[src/rtl/simmem_pkg.sv]
// Shared widths, channel payload types, response codes and FSM state types
// for the simulated-memory responder.
package simmem_pkg;

  localparam int IDWidth       = 4;
  localparam int AddrWidth     = 16;
  localparam int DataWidth     = 32;
  localparam int BurstLenWidth = 8;

  localparam logic [1:0] RespOkay   = 2'b00;
  localparam logic [1:0] RespSlvErr = 2'b10;

  typedef struct packed {
    logic [IDWidth-1:0]       id;
    logic [AddrWidth-1:0]     addr;
    logic [BurstLenWidth-1:0] burst_len;
  } raddr_req_t;

  typedef struct packed {
    logic [IDWidth-1:0]       id;
    logic [AddrWidth-1:0]     addr;
    logic [BurstLenWidth-1:0] burst_len;
  } waddr_req_t;

  typedef struct packed {
    logic [DataWidth-1:0] data;
    logic                 last;
  } wdata_req_t;

  typedef struct packed {
    logic [IDWidth-1:0]   id;
    logic [DataWidth-1:0] data;
    logic [1:0]           rsp;
    logic                 last;
  } rdata_t;

  typedef struct packed {
    logic [IDWidth-1:0] id;
    logic [1:0]         rsp;
  } wresp_t;

  typedef enum logic {
    R_IDLE,
    R_BURST
  } rd_state_e;

  typedef enum logic [1:0] {
    W_IDLE,
    W_DATA,
    W_RESP
  } wr_state_e;

endpackage

[src/rtl/simmem_resp_mem.sv]
// Word-addressed storage: one asynchronous read port, one synchronous write
// port, cleared to zero by reset. MemDepth must be a power of two >= 2.
module simmem_resp_mem
  import simmem_pkg::*;
#(
  parameter int MemDepth = 16
) (
  input  logic                        clk_i,
  input  logic                        rst_ni,
  input  logic [$clog2(MemDepth)-1:0] raddr_i,
  output logic [DataWidth-1:0]        rdata_o,
  input  logic                        we_i,
  input  logic [$clog2(MemDepth)-1:0] waddr_i,
  input  logic [DataWidth-1:0]        wdata_i
);

  logic [DataWidth-1:0] mem_q [MemDepth];

  // Storage array with asynchronous clear and a single write port.
  always_ff @(posedge clk_i or negedge rst_ni) begin
    if (!rst_ni) begin
      mem_q <= '{default: '0};
    end else if (we_i) begin
      mem_q[waddr_i] <= wdata_i;
    end
  end

  assign rdata_o = mem_q[raddr_i];

endmodule

[src/rtl/simmem_mem_responder.sv]
// Memory-side responder: terminates raddr/waddr/wdata, returns rdata/wresp
// from a small storage array. Read and write channels run independently.
//
// state   | meaning
// R_IDLE  | waiting for a read request (raddr_ready_o=1)
// R_BURST | presenting a registered read beat (rdata_valid_o=1)
// W_IDLE  | waiting for a write address (waddr_ready_o=1)
// W_DATA  | accepting write beats until one with last=1
// W_RESP  | presenting the write response (wresp_valid_o=1)
module simmem_mem_responder
  import simmem_pkg::*;
#(
  parameter int MemDepth = 16,
  parameter bit ErrOnOob = 1'b1
) (
  input  logic       clk_i,
  input  logic       rst_ni,
  input  logic       raddr_valid_i,
  output logic       raddr_ready_o,
  input  raddr_req_t raddr_req_i,
  input  logic       waddr_valid_i,
  output logic       waddr_ready_o,
  input  waddr_req_t waddr_req_i,
  input  logic       wdata_valid_i,
  output logic       wdata_ready_o,
  input  wdata_req_t wdata_req_i,
  output logic       rdata_valid_o,
  input  logic       rdata_ready_i,
  output rdata_t     rdata_o,
  output logic       wresp_valid_o,
  input  logic       wresp_ready_i,
  output wresp_t     wresp_o
);

  localparam int IdxWidth = $clog2(MemDepth);

  function automatic logic is_oob(input logic [AddrWidth-1:0] a);
    return ErrOnOob && (32'(a) >= 32'(MemDepth));
  endfunction

  rd_state_e                r_state_q, r_state_d;
  logic [IDWidth-1:0]       r_id_q, r_id_d;
  logic [AddrWidth-1:0]     r_addr_q, r_addr_d;
  logic [BurstLenWidth-1:0] r_beats_q, r_beats_d;
  rdata_t                   rdata_q, rdata_d;
  logic                     r_load;
  logic [DataWidth-1:0]     mem_rdata;

  wr_state_e                w_state_q, w_state_d;
  logic [IDWidth-1:0]       w_id_q, w_id_d;
  logic [AddrWidth-1:0]     w_addr_q, w_addr_d;
  logic [BurstLenWidth-1:0] w_len_q, w_len_d;
  logic [BurstLenWidth:0]   w_cnt_q, w_cnt_d;
  logic                     w_err_q, w_err_d;
  wresp_t                   wresp_q, wresp_d;
  logic                     mem_we;
  logic                     beat_err;

  // The read port always looks at the address being loaded this cycle, so a
  // beat captures the pre-write value when a write hits the same word.
  simmem_resp_mem #(
    .MemDepth(MemDepth)
  ) u_mem (
    .clk_i  (clk_i),
    .rst_ni (rst_ni),
    .raddr_i(r_addr_d[IdxWidth-1:0]),
    .rdata_o(mem_rdata),
    .we_i   (mem_we),
    .waddr_i(w_addr_q[IdxWidth-1:0]),
    .wdata_i(wdata_req_i.data)
  );

  // Read FSM next state, beat loading and handshake outputs.
  always_comb begin
    r_state_d     = r_state_q;
    r_id_d        = r_id_q;
    r_addr_d      = r_addr_q;
    r_beats_d     = r_beats_q;
    rdata_d       = rdata_q;
    r_load        = 1'b0;
    raddr_ready_o = 1'b0;
    rdata_valid_o = 1'b0;
    case (r_state_q)
      R_IDLE: begin
        raddr_ready_o = 1'b1;
        r_addr_d      = raddr_req_i.addr;
        if (raddr_valid_i) begin
          r_load    = 1'b1;
          r_id_d    = raddr_req_i.id;
          r_beats_d = raddr_req_i.burst_len;
          r_state_d = R_BURST;
        end
      end
      R_BURST: begin
        rdata_valid_o = 1'b1;
        if (rdata_ready_i) begin
          if (rdata_q.last) begin
            r_state_d = R_IDLE;
          end else begin
            r_load    = 1'b1;
            r_addr_d  = r_addr_q + 1'b1;
            r_beats_d = r_beats_q - 1'b1;
          end
        end
      end
      default: r_state_d = R_IDLE;
    endcase
    if (r_load) begin
      rdata_d.id   = r_id_d;
      rdata_d.data = is_oob(r_addr_d) ? '0 : mem_rdata;
      rdata_d.rsp  = is_oob(r_addr_d) ? RespSlvErr : RespOkay;
      rdata_d.last = (r_beats_d == '0);
    end
  end

  // Read FSM registers.
  always_ff @(posedge clk_i or negedge rst_ni) begin
    if (!rst_ni) begin
      r_state_q <= R_IDLE;
      r_id_q    <= '0;
      r_addr_q  <= '0;
      r_beats_q <= '0;
      rdata_q   <= '0;
    end else begin
      r_state_q <= r_state_d;
      r_id_q    <= r_id_d;
      r_addr_q  <= r_addr_d;
      r_beats_q <= r_beats_d;
      rdata_q   <= rdata_d;
    end
  end

  // A beat is in error if out of range, past the declared length, or a
  // premature/late last.
  assign beat_err = is_oob(w_addr_q)
                  | (w_cnt_q > {1'b0, w_len_q})
                  | (wdata_req_i.last && (w_cnt_q != {1'b0, w_len_q}));

  // Write FSM next state, storage write enable and handshake outputs.
  always_comb begin
    w_state_d     = w_state_q;
    w_id_d        = w_id_q;
    w_addr_d      = w_addr_q;
    w_len_d       = w_len_q;
    w_cnt_d       = w_cnt_q;
    w_err_d       = w_err_q;
    wresp_d       = wresp_q;
    mem_we        = 1'b0;
    waddr_ready_o = 1'b0;
    wdata_ready_o = 1'b0;
    wresp_valid_o = 1'b0;
    case (w_state_q)
      W_IDLE: begin
        waddr_ready_o = 1'b1;
        if (waddr_valid_i) begin
          w_id_d    = waddr_req_i.id;
          w_addr_d  = waddr_req_i.addr;
          w_len_d   = waddr_req_i.burst_len;
          w_cnt_d   = '0;
          w_err_d   = 1'b0;
          w_state_d = W_DATA;
        end
      end
      W_DATA: begin
        wdata_ready_o = 1'b1;
        if (wdata_valid_i) begin
          mem_we   = !is_oob(w_addr_q);
          w_addr_d = w_addr_q + 1'b1;
          w_cnt_d  = w_cnt_q + 1'b1;
          w_err_d  = w_err_q | beat_err;
          if (wdata_req_i.last) begin
            wresp_d.id  = w_id_q;
            wresp_d.rsp = (w_err_q | beat_err) ? RespSlvErr : RespOkay;
            w_state_d   = W_RESP;
          end
        end
      end
      W_RESP: begin
        wresp_valid_o = 1'b1;
        if (wresp_ready_i) begin
          w_state_d = W_IDLE;
        end
      end
      default: w_state_d = W_IDLE;
    endcase
  end

  // Write FSM registers.
  always_ff @(posedge clk_i or negedge rst_ni) begin
    if (!rst_ni) begin
      w_state_q <= W_IDLE;
      w_id_q    <= '0;
      w_addr_q  <= '0;
      w_len_q   <= '0;
      w_cnt_q   <= '0;
      w_err_q   <= 1'b0;
      wresp_q   <= '0;
    end else begin
      w_state_q <= w_state_d;
      w_id_q    <= w_id_d;
      w_addr_q  <= w_addr_d;
      w_len_q   <= w_len_d;
      w_cnt_q   <= w_cnt_d;
      w_err_q   <= w_err_d;
      wresp_q   <= wresp_d;
    end
  end

  assign rdata_o = rdata_q;
  assign wresp_o = wresp_q;

endmodule

[config.mk]
export PLATFORM = sky130hd
export DESIGN_NAME = simmem_mem_responder
export DESIGN_NICKNAME = d
export VERILOG_FILES = /design/src/rtl/simmem_pkg.sv /design/src/rtl/simmem_resp_mem.sv /design/src/rtl/simmem_mem_responder.sv
export SDC_FILE = /design/constraint.sdc
export NUM_CORES = 1
export LEC_CHECK = 0
export BUFFER_PORTS_ARGS = -buffer_cell sky130_fd_sc_hd__clkbuf_2
export CAP_MARGIN = 20
export CORE_MARGIN = 10
export CORE_UTILIZATION = 40
export CTS_CLUSTER_SIZE = 14
export DETAILED_ROUTE_END_ITERATION = 10
export GPL_TIMING_DRIVEN = 0
export SLEW_MARGIN = 20
export SYNTH_ARGS = -nofsm -noshare
export SYNTH_HDL_FRONTEND = slang
export SYNTH_SLANG_ARGS = --single-unit
[constraint.sdc]
create_clock -name clk_i -period 7.5 [get_ports clk_i]
set_clock_uncertainty 0.1 [all_clocks]
set_input_delay 1.5 -clock clk_i [delete_from_list [all_inputs] [get_ports clk_i]]
set_output_delay 1.5 -clock clk_i [all_outputs]
set_load 0.01 [all_outputs]
### Yosys cells after proc, flatten, opt, wreduce, memory -nomap -nowiden

Index checks and enable logic that the tools add are counted.

| cells by class | value |
|---|---|
| $add $sub $neg | 4 |
| order comparisons | 6 |
| equal/unequal tests | 7 |
| muxes and demuxes | 45 |
| bitwise gates (word level) | 6 |
| reduce and logical (&&, ||, !) cells | 10 |

Operators with widths:

| cell | count |
|---|---|
| $bwmux W512 | 1 |
| $bmux W32 S4 | 1 |
| $demux W32 S4 | 1 |
| $mux W32 | 4 |
| $mux W16 | 4 |
| $pmux W16 S2 | 2 |
| $add A16 B1 Y16 const B | 2 |
| $ge A16 B5 Y1 const B | 2 |
| $mux W8 | 3 |
| $mux W9 | 2 |
| $pmux W9 S2 | 1 |
| $pmux W8 S2 | 1 |
| $mux W1 | 13 |
| $mux W2 | 6 |
| $ge A5 B5 Y1 const B | 2 |
| $not A4 Y5 | 2 |
| $add A9 B1 Y9 const B | 1 |
| $gt A9 B8 Y1 | 1 |
| $ne A9 B8 Y1 | 1 |
| $logic_not A8 Y1 | 1 |
| $mux W4 | 2 |
| $ne A2 B2 Y1 const B | 4 |
| $sub A8 B1 Y8 const B | 1 |
| $pmux W1 S2 | 3 |
| 13 further kinds | 17 |

| word-level totals | value |
|---|---|
| flip-flop bits (word level) | 626 |
| input port bits | 96 |
| output and inout port bits | 50 |
| logic and storage cells | 110 |

### Longest topological paths before layout

Gate-level depths: netlist of the first run.

| logic depth | value |
|---|---|
| depth after elaboration | 9 |
| gate-level depth with buffers | 11 |

### Hierarchy

From an unflattened synthesis of the first run, not the netlist that was laid out.

| second synthesis, totals | value |
|---|---|
| cell total of the unflattened synthesis | 2039 |
| area total of the unflattened synthesis | 28815.1 um2 |

By module, submodules not included:

| module | instances | cells an instance | area each (um2) | sequential area each (um2) |
|---|---|---|---|---|
| simmem_resp_mem | 1 | 1404 | 22774.3 | 12812.3 |
| simmem_mem_responder | 1 | 635 | 6040.8 | 2802.7 |

### Least setup slack after synthesis of the first run

Ideal clock, no wire load.

| path | value |
|---|---|
| path kind | input port to flip-flop |
| from | in rdata_ready_i |
| to | reg rdata_q (netlist bit rdata_o[10]) |
| library setup time | 0.124 ns |
| data arrival time | 3.308 ns |
| data required time | 7.276 ns |
| slack | 3.969 ns |
| cell stages on the path | 8 |
| cells stage by stage | and2b_1 > o221ai_2 > buf_6 > buf_2 > mux4_2 > mux2_2 > mux2i_1 > o21ai_1 |

| on the way | value |
|---|---|
| word-level cells in the longest chain between the ends | 7 |
| elaborated cells between the ends (all ways) | 10 |
| classes of those cells | order compare (1); mux (8); bitwise (1) |

RTL lines:

| item | line | source |
|---|---|---|
| from (decl) | simmem_mem_responder.sv:28 | `input logic rdata_ready_i,` |
| parallel branches: the longest is 7 deep, another holds $ge A16 B5 Y1 | n/a |  |
| to (signal assigned) | simmem_mem_responder.sv:129 | `rdata_q <= rdata_d;` |
| to (decl) | simmem_mem_responder.sv:45 | `rdata_t rdata_q, rdata_d;` |

Parallel ways; which one is timed is not known. The select of a mux whose other input is x is not followed.
A chain may end at the register's enable or synchronous reset.

### Worst setup path in the final report of the first run

| path | value |
|---|---|
| from | in rdata_ready_i |
| to | reg rdata_q (netlist bit rdata_o[20]) |

| on the way | value |
|---|---|
| word-level cells in the longest chain between the ends | 7 |
| elaborated cells between the ends (all ways) | 10 |
| classes of those cells | order compare (1); mux (8); bitwise (1) |

RTL lines:

| item | line | source |
|---|---|---|
| $mux W16 (*) | simmem_mem_responder.sv:96 | `if (rdata_ready_i) begin` |
| $pmux W16 S2 (*) | simmem_mem_responder.sv:83 | `case (r_state_q)` |
| named net r_addr_d[2] | simmem_mem_responder.sv:43 | `logic [AddrWidth-1:0] r_addr_q, r_addr_d;` |
| parallel branches: the longest is 4 deep, another holds $ge A16 B5 Y1 | n/a |  |
| $mux W32 (*) | simmem_mem_responder.sv:110 | `rdata_d.data = is_oob(r_addr_d) ? '0 : mem_rdata;` |

Mark *: on every way through the listed nets, which the timed path passes. The select of a mux whose other input is x is not followed.

==> flow_metrics.env, run 1 <==
export IMPL_status="complete, no violations"
export IMPL_synth_cell_types=64
export IMPL_rows=98
export IMPL_synth_top_flop_cell="dfrtp_1"
export IMPL_antenna_left=0
export IMPL_cp_arrival_ns=4.38
export IMPL_period_needed_ns=4.011
export IMPL_r2r_start="rdata_o[0]"
export IMPL_ctsHoldBuffers=0
export IMPL_netSwitchingPower_mw=3.585
export IMPL_wl_mm=76.03
export IMPL_slew_headroom_pct=23.94
export IMPL_crit_type="in2reg"
export IMPL_antenna_found_initial=3
export IMPL_num_vias=18140
export IMPL_seq_area_sq_um=15620
export IMPL_synthToLayoutAreaGrowth_pct=15.68
export IMPL_hp_start="w_id_q[3]"
export IMPL_synth_edff_count=0
export IMPL_worstMarginPinSlew_ns=1.141
export IMPL_io_pin_count=146
export IMPL_grt_busiest_layer="met2"
export IMPL_hold_depth=2
export IMPL_cts_resized=0
export IMPL_min_to="w_id_q[3]"
export IMPL_port_buffer_count=143
export IMPL_place_area_sq_um=30900
export IMPL_pwr_share_seq_pct=35.3
export IMPL_grt_usage_pct=18.42
export IMPL_setup_viol=0
export IMPL_cp_max_fo=10
export IMPL_p_comb_share_pct=30.9
export IMPL_worstPathRequired_ns=7.87
export IMPL_clock_latency_ns=0.61
export IMPL_drv_cap=0
export IMPL_path_clk_slew_ns=0.06
export IMPL_overflow=0
export IMPL_wl_per_cell_um=22.95
export IMPL_clkPwrFrac_pct=33.8
export IMPL_cts_setup_buffers=0
export IMPL_fillCellCount=6370
export IMPL_startpoint_type="primary input"
export IMPL_p_per_area_nw_per_um2=315.8
export IMPL_r2r_cells=10
export IMPL_min_path_type="reg2reg"
export IMPL_cts_buffers=73
export IMPL_yosys_area_top_type_share_pct=54.23
export IMPL_rsz0062_at_grt="no"
export IMPL_r2r_end="rdata_o[20]"
export IMPL_avgSynthCellArea_sq_um=13.82
export IMPL_reg2reg_slack_ns=3.93
export IMPL_multi_input_area_sq_um=12320
export IMPL_finalInstanceArea_sq_um=33310
export IMPL_syn_area_sq_um=28790
export IMPL_dp_slack_ns=2.929
export IMPL_clock_tree_root_cell="clkbuf_16"
export IMPL_irDropWorstVdd_mv=0.1844
export IMPL_fin_util_pct=46.67
export IMPL_ys_async_sr_fraction_pct=100.0
export IMPL_cts_tree="done"
export IMPL_max_freq_mhz=249.3
export IMPL_setup_ws_ns=3.489
export IMPL_p_int_mw=6.932
export IMPL_dp_hpwl_mm=52.08
export IMPL_start_util_pct=40.34
export IMPL_htreeDepth=3
export IMPL_gp_congestion=0.8178
export IMPL_drt_iter0_markers=1124
export IMPL_netlist_instances=2083
export IMPL_final_nets=2420
export IMPL_ys_ff_latch=624
export IMPL_layout_drive_gt1_share_pct=40.36
export IMPL_holdWs_ns=0.3786
export IMPL_yosysWarnings=0
export IMPL_die_h_um=288.3
export IMPL_routed_via_density=5.475
export IMPL_synth_area_leader_cell="dfrtp_1"
export IMPL_die_w_um=288.3
export IMPL_slew_violations=0
export IMPL_swShare_pct=34.09
export IMPL_dieArea_sq_um=83110
export IMPL_crit_path_end_kind="register"
export IMPL_synth_seq_area_share_pct=54.23
export IMPL_grt_max_degree=98
export IMPL_use_met2_pct=30.04
export IMPL_grt_pass1_vias=19280
export IMPL_grtUsageMet1_pct=25.09
export IMPL_finalCritPeriodShare_pct=53.48
export IMPL_coreArea_sq_um=71360
export IMPL_hold_viol=0
export IMPL_drc=0
export IMPL_tns_ns=0
export IMPL_dr_pass1_iters=5
export IMPL_power_leakage_nw=16.29
export IMPL_grtUsageMet3_pct=3.278
export IMPL_clock_sinks=624
export IMPL_synth_area_leaders="dfrtp_1 (54%), mux2_2 (20%), mux2i_1 (5.6%)"
export IMPL_cts_buffer_depth=3
export IMPL_grt_pass1_wl_mm=118.2
==> placed cells by master (no fill, tap or decap), types with 8 or more instances in the layout <==
cell type  Yosys  routed
buf_2         78      78
dfrtp_1      624     624
clkbuf_8       0      20
nand4_1       13      13
mux4_2        64      64
a221oi_1      32      32
mux2_1        38      38
nor2b_1        8       8
nor2_1        67      67
o21ai_0       30      30
ha_1          15      15
clkbuf_1      54      71
xnor2_1       10      10
clkbuf_16      0      75
inv_1         21      21
xor2_1        10      10
a22o_1        33      33
nand2_1      104     104
nor3_1        11      11
buf_4         13      13
a21oi_1       35      35
mux2i_1      162     162
nand3_1       10      10
o21ai_1       32      32
mux2_2       516     516
clkbuf_2       0     142
nor4_1         9       9
==> per-stage QoR <==
step,total power [mW],instances
after floorplan,5.869,2084
after global placement,6.974,3177
after detailed placement,7.043,3184
after CTS,10.63,3311
after global routing,11.01,3312
final,10.52,3313
==> Yosys cell counts, drive strengths merged, types with 2 or more instances <==
cell type,instances
o2bb2ai,2
o2bb2a,2
mux2,554
inv,22
nand3,11
xnor2,10
and3,4
nand3b,3
o21a,7
nor2,67
mux2i,162
nand2b,5
ha,15
nand2,104
a21oi,36
xor2,10
mux4,64
nor3,16
a211oi,6
a22oi,2
o21ai,62
o22ai,5
buf,101
a31oi,5
or3,5
a221oi,32
or4,2
a32oi,3
nor2b,8
nand4,13
o211ai,2
a22o,33
nor4,10
and2,7
clkbuf,54
dfrtp,624
==> registers in the layout, summed over array words and instances, names as in the netlist <==
| name | count |
|---|---|
| w_state_q | 2 |
| r_state_q | 1 |
| wresp_o | 5 |
| r_addr_q | 16 |
| u_mem.mem_q | 512 |
| r_id_q | 4 |
| rdata_o | 38 |
| r_beats_q | 8 |
| w_len_q | 8 |
| w_err_q | 1 |
| w_id_q | 4 |
| w_cnt_q | 9 |
| w_addr_q | 16 |
==> how the worst max path moves through the flow <==
| stage | from | to | slack [ns] | depth (start not counted) |
|---|---|---|---|---|
| CTS | rdata_ready_i | rdata_o[20] | 3.56 | 11 |
| global route | rdata_ready_i | rdata_o[20] | 3.42 | 11 |
| floorplan | rdata_ready_i | rdata_o[10] | 3.97 | 8 |
| detailed placement | rdata_ready_i | rdata_o[20] | 2.93 | 11 |
| global placement | rst_ni | rdata_o[19] | -9.31 | 1 |
| finish | rdata_ready_i | rdata_o[20] | 3.49 | 11 |
==> power groups by stage <==
stage,registers [mW],logic [mW],clock network [mW]
2_1_floorplan,3.74,2.13,0
3_3_place_gp,3.77,3.21,0
3_5_place_dp,3.77,3.27,0
4_1_cts,3.71,3.28,3.63
5_1_grt,3.74,3.49,3.78
6_report,3.72,3.25,3.55
==> per-layer routing <==
layer / share of wire, % / routed length [um]
met4: 2.2 / 1694
met3: 4.3 / 3300
met1: 45 / 34430
met5: 0.036 / 27
met2: 48 / 36580
==> kinds of logic (layout without fill, tap and decap cells) <==
group	count (synthesis)	in the layout	share of synthesized area (%)
AOI/OAI and AO/OA	205	205	4.924
xor gates and xnor gates	20	20	0.6084
adders and majority gates	15	15	0.6519
buffers and inverters	178	455	2.985
DFF	624	624	54.23
muxes	780	780	32.31
other	1	4	0.01302
and+or+nand+nor	260	260	4.276
==> critical path, cell delays in order <==
cell and delay (ns):
clkbuf_2 0.18, nand3b_2 0.18, mux2_2 0.32, and2_1 0.12, buf_2 0.22, inv_2 0.09, nor3_1 0.81, buf_2 0.43
a221oi_1 0.16, mux2i_1 0.28, o21ai_1 0.08
==> layout make-up <==
class	instances	share of cell area [%]
multi-input combinational	1282	36.99
sequential	624	46.88
tap	950	3.569
clock buffer	111	6.612
antenna	2	0.01503
timing repair buffer	150	2.754
inverter	23	0.2592
buffer	155	2.322
clock inverter	16	0.5973
(Power assumes the default switching activity.)
==> run 2, diff against run 1 <==
clock period = 3.6 ns   (was 7.5 ns; I/O delays follow)
==> run 2 against run 1 <==
Compared with the run above:
- first-iteration DRC count fell by 5.1%
- count of clock-buffer cells in the layout did not move
- critical endpoint is now rdata_o[34]
- non-clock buffer count rose by 1
- power rose by 110%
- critical path type is now reg2reg
- largest power group unchanged
==> flow_metrics.env, run 2 (same netlist as run 1, synthesis figures left out) <==
export IMPL_p_per_area_nw_per_um2=657.4
export IMPL_synthToLayoutAreaGrowth_pct=15.75
export IMPL_crit_type="reg2reg"
export IMPL_critPathTopFamily="multiplexers"
export IMPL_die_h_um=288.3
export IMPL_cts_buffer_depth=3
export IMPL_overflow=0
export IMPL_io_pin_count=146
export IMPL_fillCellCount=6366
export IMPL_max_freq_mhz=285.6
export IMPL_routed_via_density=5.446
export IMPL_cts_tree="done"
export IMPL_antenna_left=0
export IMPL_setup_viol=0
export IMPL_worstPathCellList="and2b_1 -> buf_2 -> o211a_4 -> nor2_1 -> buf_2 -> buf_4 -> mux4_2 -> mux2_2 -> mux2i_1 -> o21ai_1"
export IMPL_rows=98
export IMPL_final_nets=2421
export IMPL_crit_path_end_kind="register"
export IMPL_final_cell_mix="dfrtp_1 (624), mux2_2 (516), mux2i_1 (162), clkbuf_2 (142), nand2_1 (104)"
export IMPL_grt_usage_pct=18.42
export IMPL_slowest_stage="dfrtp_1"
export IMPL_die_w_um=288.3
export IMPL_start_util_pct=40.34
export IMPL_crit_path_max_incr_delay_ns=0.50
export IMPL_grt_pass1_wl_mm=118.2
export IMPL_port_buffer_count=143
export IMPL_htreeDepth=3
export IMPL_layout_drive_gt1_share_pct=40.47
export IMPL_dp_slack_ns=-0.1912
export IMPL_regMostFlops="u_mem.mem_q"
export IMPL_dieArea_sq_um=83110
export IMPL_dp_hpwl_mm=52.08
export IMPL_path_common_cell="buf_2"
export IMPL_drc=0
export IMPL_coreArea_sq_um=71360
export IMPL_period_needed_ns=3.501
export IMPL_grt_pass1_vias=19290
export IMPL_wl_mm=76.00
export IMPL_cp_arrival_ns=3.86
export IMPL_power_leakage_nw=16.29
export IMPL_hold_viol=0
export IMPL_gp_congestion=0.8178
export IMPL_min_path_type="in2reg"
export IMPL_finalPower_mw=21.91
export IMPL_largest_reg_flops=512
export IMPL_rsz0062_at_grt="no"
export IMPL_drt_iter0_markers=1067
export IMPL_drv_cap=0
export IMPL_startpoint_type="register"
export IMPL_cts_buffers=73
export IMPL_worstPathRequired_ns=3.96
export IMPL_finalCritPeriodShare_pct=97.25
export IMPL_setup_ws_ns=0.09908
export IMPL_dr_pass1_iters=5
export IMPL_grt_max_degree=98
export IMPL_worstMarginPinSlew_ns=1.018
export IMPL_clock_tree_root_cell="clkbuf_16"
export IMPL_antenna_found_initial=3
export IMPL_cp_max_fo=10
export IMPL_irDropWorstVdd_mv=0.3866
export IMPL_clock_sinks=624
export IMPL_worst_path_buf_inv=3
export IMPL_cts_setup_buffers=0
export IMPL_status="complete, no violations"
export IMPL_path_clk_slew_ns=0.06
export IMPL_clock_latency_ns=0.61
export IMPL_wl_per_cell_um=22.94
export IMPL_slew_violations=0
export IMPL_num_vias=18040
export IMPL_final_common_cell="dfrtp_1"
export IMPL_slew_headroom_pct=32.10
==> run 2: final timing paths <==
path	from	to	slack, ns	cells past startpoint
setup / recovery	rdata_o[0]	rdata_o[34]	0.1	10
hold / removal	wresp_ready_i	w_state_q[1]	0.20	2
setup reg to reg	rdata_o[0]	rdata_o[34]	0.1	10
hold reg to reg	w_id_q[3]	w_id_q[3]	0.38	2
max in group asynchronous	rst_ni	u_mem.mem_q[428]	1.32	5
min in group asynchronous	rst_ni	w_id_q[0]	0.53	2
==> run 2: timing repair <==
item,CTS,global route
hold buffers,1,0
setup endpoints to repair,0,22
hold endpoints to repair,47,0
resized for setup,0,3
==> run 2: report_power, final <==
| part | switching (mW) | total, mW | internal (mW) |
|---|---|---|---|
| Combinational | 4.23 | 6.78 | 2.54 |
| Sequential | 0.333 | 7.74 | 7.41 |
| Clock | 2.90 | 7.39 | 4.49 |
| Total | 7.46 | 21.9 | 14.4 |
==> run 2: area by class of cell <==
class | instances | area, sq um | area share (%)
tap | 950 | 1189 | 3.567
buffer | 155 | 773.2 | 2.320
timing repair buffer | 151 | 927.1 | 2.782
antenna | 1 | 2.502 | 0.007509
clock inverter | 16 | 198.9 | 0.5970
sequential | 624 | 15620 | 46.86
multi-input combinational | 1282 | 12330 | 37.00
clock buffer | 111 | 2202 | 6.608
inverter | 23 | 86.33 | 0.2591
==> run 2: metrics by stage <==
stage / utilization (%) / TNS (ns) / hold slack [ns] / cell area, sq um / instances
floorplan: - / 0 / 0.3244 / 28800 / 2084
global placement: 43.02 / -7698.94 / 0.3585 / 30700 / 3177
detailed placement: 43.30 / -3.061 / 0.3673 / 30900 / 3184
CTS: 46.68 / 0 / 0.1691 / 33310 / 3312
global route: 46.70 / 0 / 0.1707 / 33330 / 3313
finish: 46.70 / 0 / 0.2019 / 33330 / 3313
==> run 2: layer usage <==
metal,up-vias,GRT usage [%],wire [um]
li1,8047,-,-
met1,9512,25.08,34490
met2,373,30.04,36460
met3,106,3.278,3373
met4,4,4.818,1648
met5,-,0,27
